## src/rtl/game_pkg.sv

```systemverilog
// Shared definitions for the game controller: FSM encoding, cell width and
// modulo-10 step helpers used on the BCD cells.
package game_pkg;

    localparam int unsigned CELL_W = 4;
    localparam logic [CELL_W-1:0] SEL_NONE = 4'hF;

    typedef enum logic [1:0] {
        StBrowse = 2'd0,
        StEdit   = 2'd1,
        StCommit = 2'd2
    } state_t;

    function automatic logic [CELL_W-1:0] bcd_inc(input logic [CELL_W-1:0] v);
        return (v >= 4'd9) ? 4'd0 : v + 4'd1;
    endfunction

    function automatic logic [CELL_W-1:0] bcd_dec(input logic [CELL_W-1:0] v);
        return (v == 4'd0) ? 4'd9 : v - 4'd1;
    endfunction

endpackage

```

## src/rtl/frame_latch.sv

```systemverilog
// Register bank that only loads on frame_start, so the display path sees
// values that stay stable for a whole frame.
module frame_latch #(
    parameter int unsigned        WIDTH     = 8,
    parameter logic [WIDTH-1:0]   RESET_VAL = '0
) (
    input  logic             clk,
    input  logic             rst,
    input  logic             load,
    input  logic [WIDTH-1:0] d,
    output logic [WIDTH-1:0] q
);

    logic [WIDTH-1:0] q_q;

    always_ff @(posedge clk) begin
        if (rst) begin
            q_q <= RESET_VAL;
        end else if (load) begin
            q_q <= d;
        end
    end

    assign q = q_q;

endmodule

```

## src/rtl/game_ctrl.sv

```systemverilog
// Cursor/edit controller for a row of BCD cells; button pulses act
// immediately, display copies refresh only on frame_start.
module game_ctrl
    import game_pkg::*;
#(
    parameter int unsigned NUM_CELLS   = 10,
    parameter logic [39:0] INIT_STATUS = 40'h0
) (
    input  logic        vga_clk,
    input  logic        vga_rst,
    input  logic        btn_left,
    input  logic        btn_right,
    input  logic        btn_ok,
    input  logic        btn_back,
    input  logic        frame_start,
    output logic [39:0] status,
    output logic [3:0]  predict,
    output logic        selecting,
    output logic [3:0]  cur_select,
    output logic [3:0]  selected,
    output logic        commit_pulse,
    output logic [3:0]  commit_index
);

    localparam logic [39:0] STATUS_MASK =
        (NUM_CELLS >= 10) ? {40{1'b1}} : ((40'h1 << (4 * NUM_CELLS)) - 40'h1);
    localparam logic [3:0]  LAST_IDX = 4'(NUM_CELLS - 1);
    localparam int unsigned DISP_W   = 40 + 4 + 1 + 4 + 4;
    localparam logic [DISP_W-1:0] DISP_RESET =
        {INIT_STATUS & STATUS_MASK, INIT_STATUS[3:0], 1'b0, 4'h0, SEL_NONE};

    state_t            state_q, state_d;
    logic [CELL_W-1:0] cells_q [NUM_CELLS];
    logic [CELL_W-1:0] cells_d [NUM_CELLS];
    logic [3:0]        cursor_q, cursor_d;
    logic [3:0]        edit_val_q, edit_val_d;
    logic [3:0]        edit_idx_q, edit_idx_d;
    logic [3:0]        commit_index_q, commit_index_d;

    logic act_back, act_ok, act_right, act_left;
    logic [3:0] cur_cell;
    logic [39:0] status_w;
    logic editing;

    // Strict priority: only the highest pending pulse is considered.
    assign act_back  = btn_back;
    assign act_ok    = btn_ok & ~btn_back;
    assign act_right = btn_right & ~btn_ok & ~btn_back;
    assign act_left  = btn_left & ~btn_right & ~btn_ok & ~btn_back;

    always_comb begin
        cur_cell = '0;
        status_w = '0;
        for (int unsigned i = 0; i < NUM_CELLS; i++) begin
            if (cursor_q == 4'(i)) cur_cell = cells_q[i];
            status_w[i*4 +: 4] = cells_q[i];
        end
    end

    always_comb begin
        state_d        = state_q;
        cells_d        = cells_q;
        cursor_d       = cursor_q;
        edit_val_d     = edit_val_q;
        edit_idx_d     = edit_idx_q;
        commit_index_d = commit_index_q;
        unique case (state_q)
            StBrowse: begin
                if (act_ok) begin
                    edit_idx_d = cursor_q;
                    edit_val_d = cur_cell;
                    state_d    = StEdit;
                end else if (act_right) begin
                    cursor_d = (cursor_q == LAST_IDX) ? 4'd0 : cursor_q + 4'd1;
                end else if (act_left) begin
                    cursor_d = (cursor_q == 4'd0) ? LAST_IDX : cursor_q - 4'd1;
                end
            end
            StEdit: begin
                if (act_back) begin
                    state_d = StBrowse;
                end else if (act_ok) begin
                    // Index is published now so it is valid alongside the pulse.
                    commit_index_d = edit_idx_q;
                    state_d        = StCommit;
                end else if (act_right) begin
                    edit_val_d = bcd_inc(edit_val_q);
                end else if (act_left) begin
                    edit_val_d = bcd_dec(edit_val_q);
                end
            end
            StCommit: begin
                for (int unsigned i = 0; i < NUM_CELLS; i++) begin
                    if (edit_idx_q == 4'(i)) cells_d[i] = edit_val_q;
                end
                state_d = StBrowse;
            end
            default: state_d = StBrowse;
        endcase
    end

    always_ff @(posedge vga_clk) begin
        if (vga_rst) begin
            state_q        <= StBrowse;
            cursor_q       <= '0;
            edit_val_q     <= '0;
            edit_idx_q     <= SEL_NONE;
            commit_index_q <= '0;
            for (int unsigned i = 0; i < NUM_CELLS; i++) begin
                cells_q[i] <= INIT_STATUS[i*4 +: 4];
            end
        end else begin
            state_q        <= state_d;
            cells_q        <= cells_d;
            cursor_q       <= cursor_d;
            edit_val_q     <= edit_val_d;
            edit_idx_q     <= edit_idx_d;
            commit_index_q <= commit_index_d;
        end
    end

    assign editing      = (state_q == StEdit) || (state_q == StCommit);
    assign commit_pulse = (state_q == StCommit);
    assign commit_index = commit_index_q;

    frame_latch #(
        .WIDTH     (DISP_W),
        .RESET_VAL (DISP_RESET)
    ) u_disp (
        .clk  (vga_clk),
        .rst  (vga_rst),
        .load (frame_start),
        .d    ({status_w, (editing ? edit_val_q : cur_cell), editing, cursor_q,
                (editing ? edit_idx_q : SEL_NONE)}),
        .q    ({status, predict, selecting, cur_select, selected})
    );

endmodule

```

## config.mk

```make
export PLATFORM = sky130hd
export DESIGN_NAME = game_ctrl
export DESIGN_NICKNAME = d
export VERILOG_FILES = /design/src/rtl/game_pkg.sv /design/src/rtl/frame_latch.sv /design/src/rtl/game_ctrl.sv
export SDC_FILE = /design/constraint.sdc
export NUM_CORES = 1
export LEC_CHECK = 0
export ABC_CLOCK_PERIOD_IN_PS = 2900
export BUFFER_PORTS_ARGS = -buffer_cell sky130_fd_sc_hd__buf_2
export CORE_MARGIN = 5
export CORE_UTILIZATION = 45
export DETAILED_ROUTE_END_ITERATION = 7
export PLACE_DENSITY = 0.72
export SYNTH_ARGS = -nofsm -noshare
export SYNTH_HDL_FRONTEND = slang
export SYNTH_SLANG_ARGS = --single-unit
```

## constraint.sdc

```tcl
create_clock -name vga_clk -period 2.9 [get_ports vga_clk]
set_input_delay 0.29 -clock vga_clk [delete_from_list [all_inputs] [get_ports vga_clk]]
set_output_delay 0.29 -clock vga_clk [all_outputs]
set_load 0.005 [all_outputs]
```

### Word-level counts from Yosys, hierarchy flattened

Cells that the tools add are included.
W data, S select, Z words.

* register bits after elaboration: 111
* input bits: 7
* output and inout bits: 58
* word-level logic and storage cells: 106

* add/subtract/negate cells: 4
* magnitude comparators: 1
* equality and inequality tests: 25
* muxes and demuxes: 28
* bitwise logic cells: 10
* reductions and logical operators: 22

Operators by type and width (count)
* $mux W4: 23
* $eq A4 B3 Y1 const B: 8
* $reduce_and A2 Y1: 12
* $eq A4 B2 Y1 const B: 4
* $eq A4 B4 Y1 const B: 4
* $logic_not A4 Y1: 3
* $add A4 B1 Y4 const B: 2
* $eq A4 B1 Y1 const B: 2
* $pmux W4 S2: 1
* $sub A4 B1 Y4 const B: 2
* $and A1 B1 Y1: 6
* $mux W2: 3
* $ne A2 B2 Y1 const B: 3
* $ne A3 B3 Y1 const B: 2
* $reduce_and A3 Y1: 2
* $reduce_and A5 Y1: 1
* $ge A4 B4 Y1 const B: 1
* $not A1 Y1: 4
* $pmux W2 S2: 1
* $reduce_bool A2 Y1: 2
* $eq A2 B1 Y1 const B: 1
* $eq A2 B2 Y1 const B: 1
* $logic_not A2 Y1: 1
* $logic_or A1 B1 Y1: 1

### Longest topological paths before layout

* depth in word-level cells: 13
* depth in mapped cells: 8
* gate-level depth less buffers: 7

### Cells and area by module

A second synthesis with hierarchy kept.

* cell total of the unflattened synthesis: 575
* area, all modules: 5213.8 µm²

By module, submodules not included
* game_ctrl: instances 1, cells each 404, area an instance 3274.4 µm², sequential area each 1161.1 µm²
* frame_latch: instances 1, cells each 171, area an instance 1939.4 µm², sequential area each 1061.0 µm²

### Worst setup path before layout

No wires, ideal clock.

* path type: register to register
* start: register edit_val_q[0]
* end: register edit_val_q[2]
* library setup time: 0.135 ns
* data arrival time: 1.879 ns
* data required time: 2.765 ns
* path slack: 0.885 ns
* cell stages (with the launch flop): 9
* path buffers: 1
* period minus slack after synthesis: 2.015 ns
* cells stage by stage: dfxtp_1 -> clkbuf_1 -> clkinv_1 -> ha_1 -> nand2b_1 -> nand2_1 -> a311o_1 -> a31oi_1 -> a221oi_2

* word-level cells in the longest chain between the ends: 7
* elaborated cells between the ends (all ways): 11
* those cells by class: 2 x add/sub; 1 x order compare; 7 x mux; 1 x reduce/logical

RTL lines
* from (decl): line game_ctrl.sv:36 `logic [3:0] edit_val_q, edit_val_d;`
* from (signal assigned): line game_ctrl.sv:116 `edit_val_q <= edit_val_d;`
* $sub A4 B1 Y4 or $logic_not A4 Y1 (tied branches): line game_pkg.sv:19 `return (v == 4'd0) ? 4'd9 : v - 4'd1;`
* $mux W4: line game_pkg.sv:19
* $mux W4: line game_ctrl.sv:88 `end else if (act_left) begin`
* $mux W4 (*): line game_ctrl.sv:86 `end else if (act_right) begin`
* $mux W4 (*): line game_ctrl.sv:82 `end else if (act_ok) begin`
* $mux W4 (*): line game_ctrl.sv:80 `if (act_back) begin`
* $pmux W4 S2 (*): line game_ctrl.sv:67 `unique case (state_q)`

Mark *: on every way between the ends. The rest lies on a longest branch, timed or not. The select of a mux whose other input is x is not followed.
A chain may end at the register's enable or synchronous reset.

### Worst setup path in the final report

Same ends and word-level chain as after synthesis.

==> flow_metrics.tcl <==
set metrics [dict create \
    finalCriticalPeriod_ns 2.43 \
    die_height_um 114 \
    grt_pass1_vias 3860 \
    rsz0062_at_grt "no" \
    grt.overflow.total 0 \
    routedWlPerCell_um 16.4 \
    cp_data_arrival_time_ns 2.68 \
    n_fill_cell 1033 \
    avgSynthCellArea_um2 8.66 \
    crit_family "compound AO/OA/AOI/OAI gates" \
    cts_hold_buffers 0 \
    synth_ff_type "dfxtp_1" \
    crit_fanout 11 \
    final_cell_area_um2 5470 \
    syn_to_final_growth_pct 11.3 \
    clk_pin_slew_worst_paths_ns 0.11 \
    drive_above_1_share_pct 15.1 \
    cts.htree.levels 3 \
    synth_async_sr_flop_share_pct 0 \
    cts.sinks 111 \
    ys_seq_elements 111 \
    synth.area.top_cells "dfxtp_1 45%, mux2i_1 14%, nor2_1 9.1%" \
    first_pass_iters 5 \
    grt_pass1_wl_um 19800 \
    synth_cell_types 55 \
    finalMaxSlewViolations 0 \
    fin_skew_ns 0.0185 \
    synth_top_cell_area_share_pct 45.2 \
    status "completed" \
    syn_inst 567 \
    yosysSeqAreaShare_pct 45.2 \
    required_ns 3.15 \
    path_class "flop to flop" \
    peakVddDrop_mv 0.304 \
    max_stage_delay_ns 0.59 \
    drc 0 \
    nets 619 \
    numCtsBuffers 9 \
    setup_viol 0 \
    track_usage_pct 19.0 \
    first_iter_violations 384 \
    slowest_stage "dfxtp_1" \
    yosysWarnings 0 \
    syn_nets 580 \
    via_per_inst 5.54 \
    gp_congestion 0.918 \
    drv_cap 0 \
    dp_cells 735 \
    maxSlewHeadroom_pct 45.9 \
    hold_viol_final 0 \
    die_w_um 114 \
    r2r_setup_slack_ns 0.47 \
    period_share_pct 83.9 \
    cts_tree "yes" \
    clock.fmax_mhz 411 \
    hpwlAfterDp_um 8820 \
    grt_max_degree 39 \
    netlist_area_um2 4910 \
    worstMarginPinSlew_ns 0.811 \
    post_cts_resized 0 \
    pin_count 65 \
    placed_cell_area_um2 5290 \
    rows 38 \
    antenna_found_initial 0 \
    critPathBufInv 1 \
    hold_path_class "primary input to flop" \
    setup-tns-final_ns 0 \
    p_leak_nw 2.28 \
    wl_um 12300 \
    worstPathCellList "clkinv_1 -> ha_1 -> nand2b_1 -> nand2_1 -> a311o_1 -> a31oi_1 -> a221oi_2" \
    core-area_um2 10800 \
    clockBufferDepth 2 \
    start_util_pct 45.5 \
    antenna_cells 0 \
    yosysTopAreaCell "dfxtp_1" \
    powerDensity_nw_per_um2 495 \
    root_buffer "clkbuf_8" \
    fin_cells 750 \
    port_buffers 64 \
    post_cts_buffers 0 \
    synth_enable_flop_cells 0 \
    clk_latency_ns 0.38 \
    utilization_pct 50.6 \
    critPathCaptureType "flop" \
    drtAntennaViolNets 0 \
    start_kind "flop" \
    die-area_um2 13100 \
    vias 4157 \
]
state kept, by name, summed over array words and instances, names as in the netlist:
name and count:
edit_idx_q 4, state_q 2, u_disp.q 53, cells_q 40, cursor_q 4, edit_val_q 4, commit_index 4
logic make-up after synthesis:
logic type	after synthesis	share of synthesized area, %
xor+xnor	3	0.535
simple gates	215	20.2
compound gates	108	13.8
flops	111	45.2
fa+ha+maj	6	1.53
mux	69	14.1
buf+inv	55	4.64
Yosys cell counts, types with 5 or more instances:
cell type / n
ha_1: 6
buf_2: 11
nor2b_1: 9
nand3b_1: 5
inv_1: 8
a21oi_1: 39
mux2i_1: 68
dfxtp_1: 111
nand2_1: 35
and3b_1: 6
nand3_1: 13
nor2_1: 119
a211oi_1: 6
o21ai_0: 26
or3_1: 6
clkbuf_1: 29
stage by stage:
step                hold WS [ns]  total power, mW  worst slack, ns
floorplan                  0.444             1.78            0.885
global placement           0.444             1.83            0.714
detailed placement         0.453             1.84            0.551
CTS                        0.340             2.72            0.540
global route               0.376             2.82            0.359
finish                     0.364             2.70            0.466
power breakdown:
part | leakage [nW] | switching [mW] | internal (mW)
clock network | 0.0827 | 0.501 | 0.397
logic | 1.30 | 0.147 | 0.0847
registers | 0.897 | 0.0338 | 1.54
final timing paths:
kind                                       from              end  cells after the start
worst min-delay path                     btn_ok       state_q[0]                      4
worst max register to register    edit_val_q[0]    edit_val_q[2]                      7
worst max-delay path              edit_val_q[0]    edit_val_q[2]                      7
worst min register to register  commit_index[3]  commit_index[3]                      2
tightest hold or removal path: stages:
cell	delay, ns
buf_2	0.13
nor2_1	0.05
o21ai_0	0.15
a21oi_1	0.07
placed cells by master (no fill, tap or decap), types with 5 or more instances in the layout:
cell | netlist | routed
nand2_1 | 35 | 35
buf_4 | 0 | 9
nand3b_1 | 5 | 5
ha_1 | 6 | 6
or3_1 | 6 | 6
mux2i_1 | 68 | 68
clkbuf_8 | 0 | 9
a21oi_1 | 39 | 39
o21ai_0 | 26 | 26
dfxtp_1 | 111 | 111
inv_1 | 8 | 8
nand3_1 | 13 | 13
a211oi_1 | 6 | 6
nor2b_1 | 9 | 9
buf_2 | 11 | 64
nor2_1 | 119 | 119
and3b_1 | 6 | 6
area by class of cell:
cell class	instances	area [um2]	area share, %
Sequential cell	111	2220	40.7
Clock inverter	3	45.0	0.824
Clock buffer	12	135	2.47
Timing Repair Buffer	73	388	7.10
Inverter	10	37.5	0.687
Tap cell	140	175	3.21
Multi-Input combinational cell	401	2460	45.1
per-layer routing:
layer  global-route usage [%]  up-vias  part of all wire, %
met4                     5.30        0                  1.3
met5                        0        -                    0
li1                         -     2040                    -
met2                     30.8      141                   47
met3                     3.96       17                  5.5
met1                     25.5     1959                   46
Note: power is estimated with default switching activity, not from simulation.
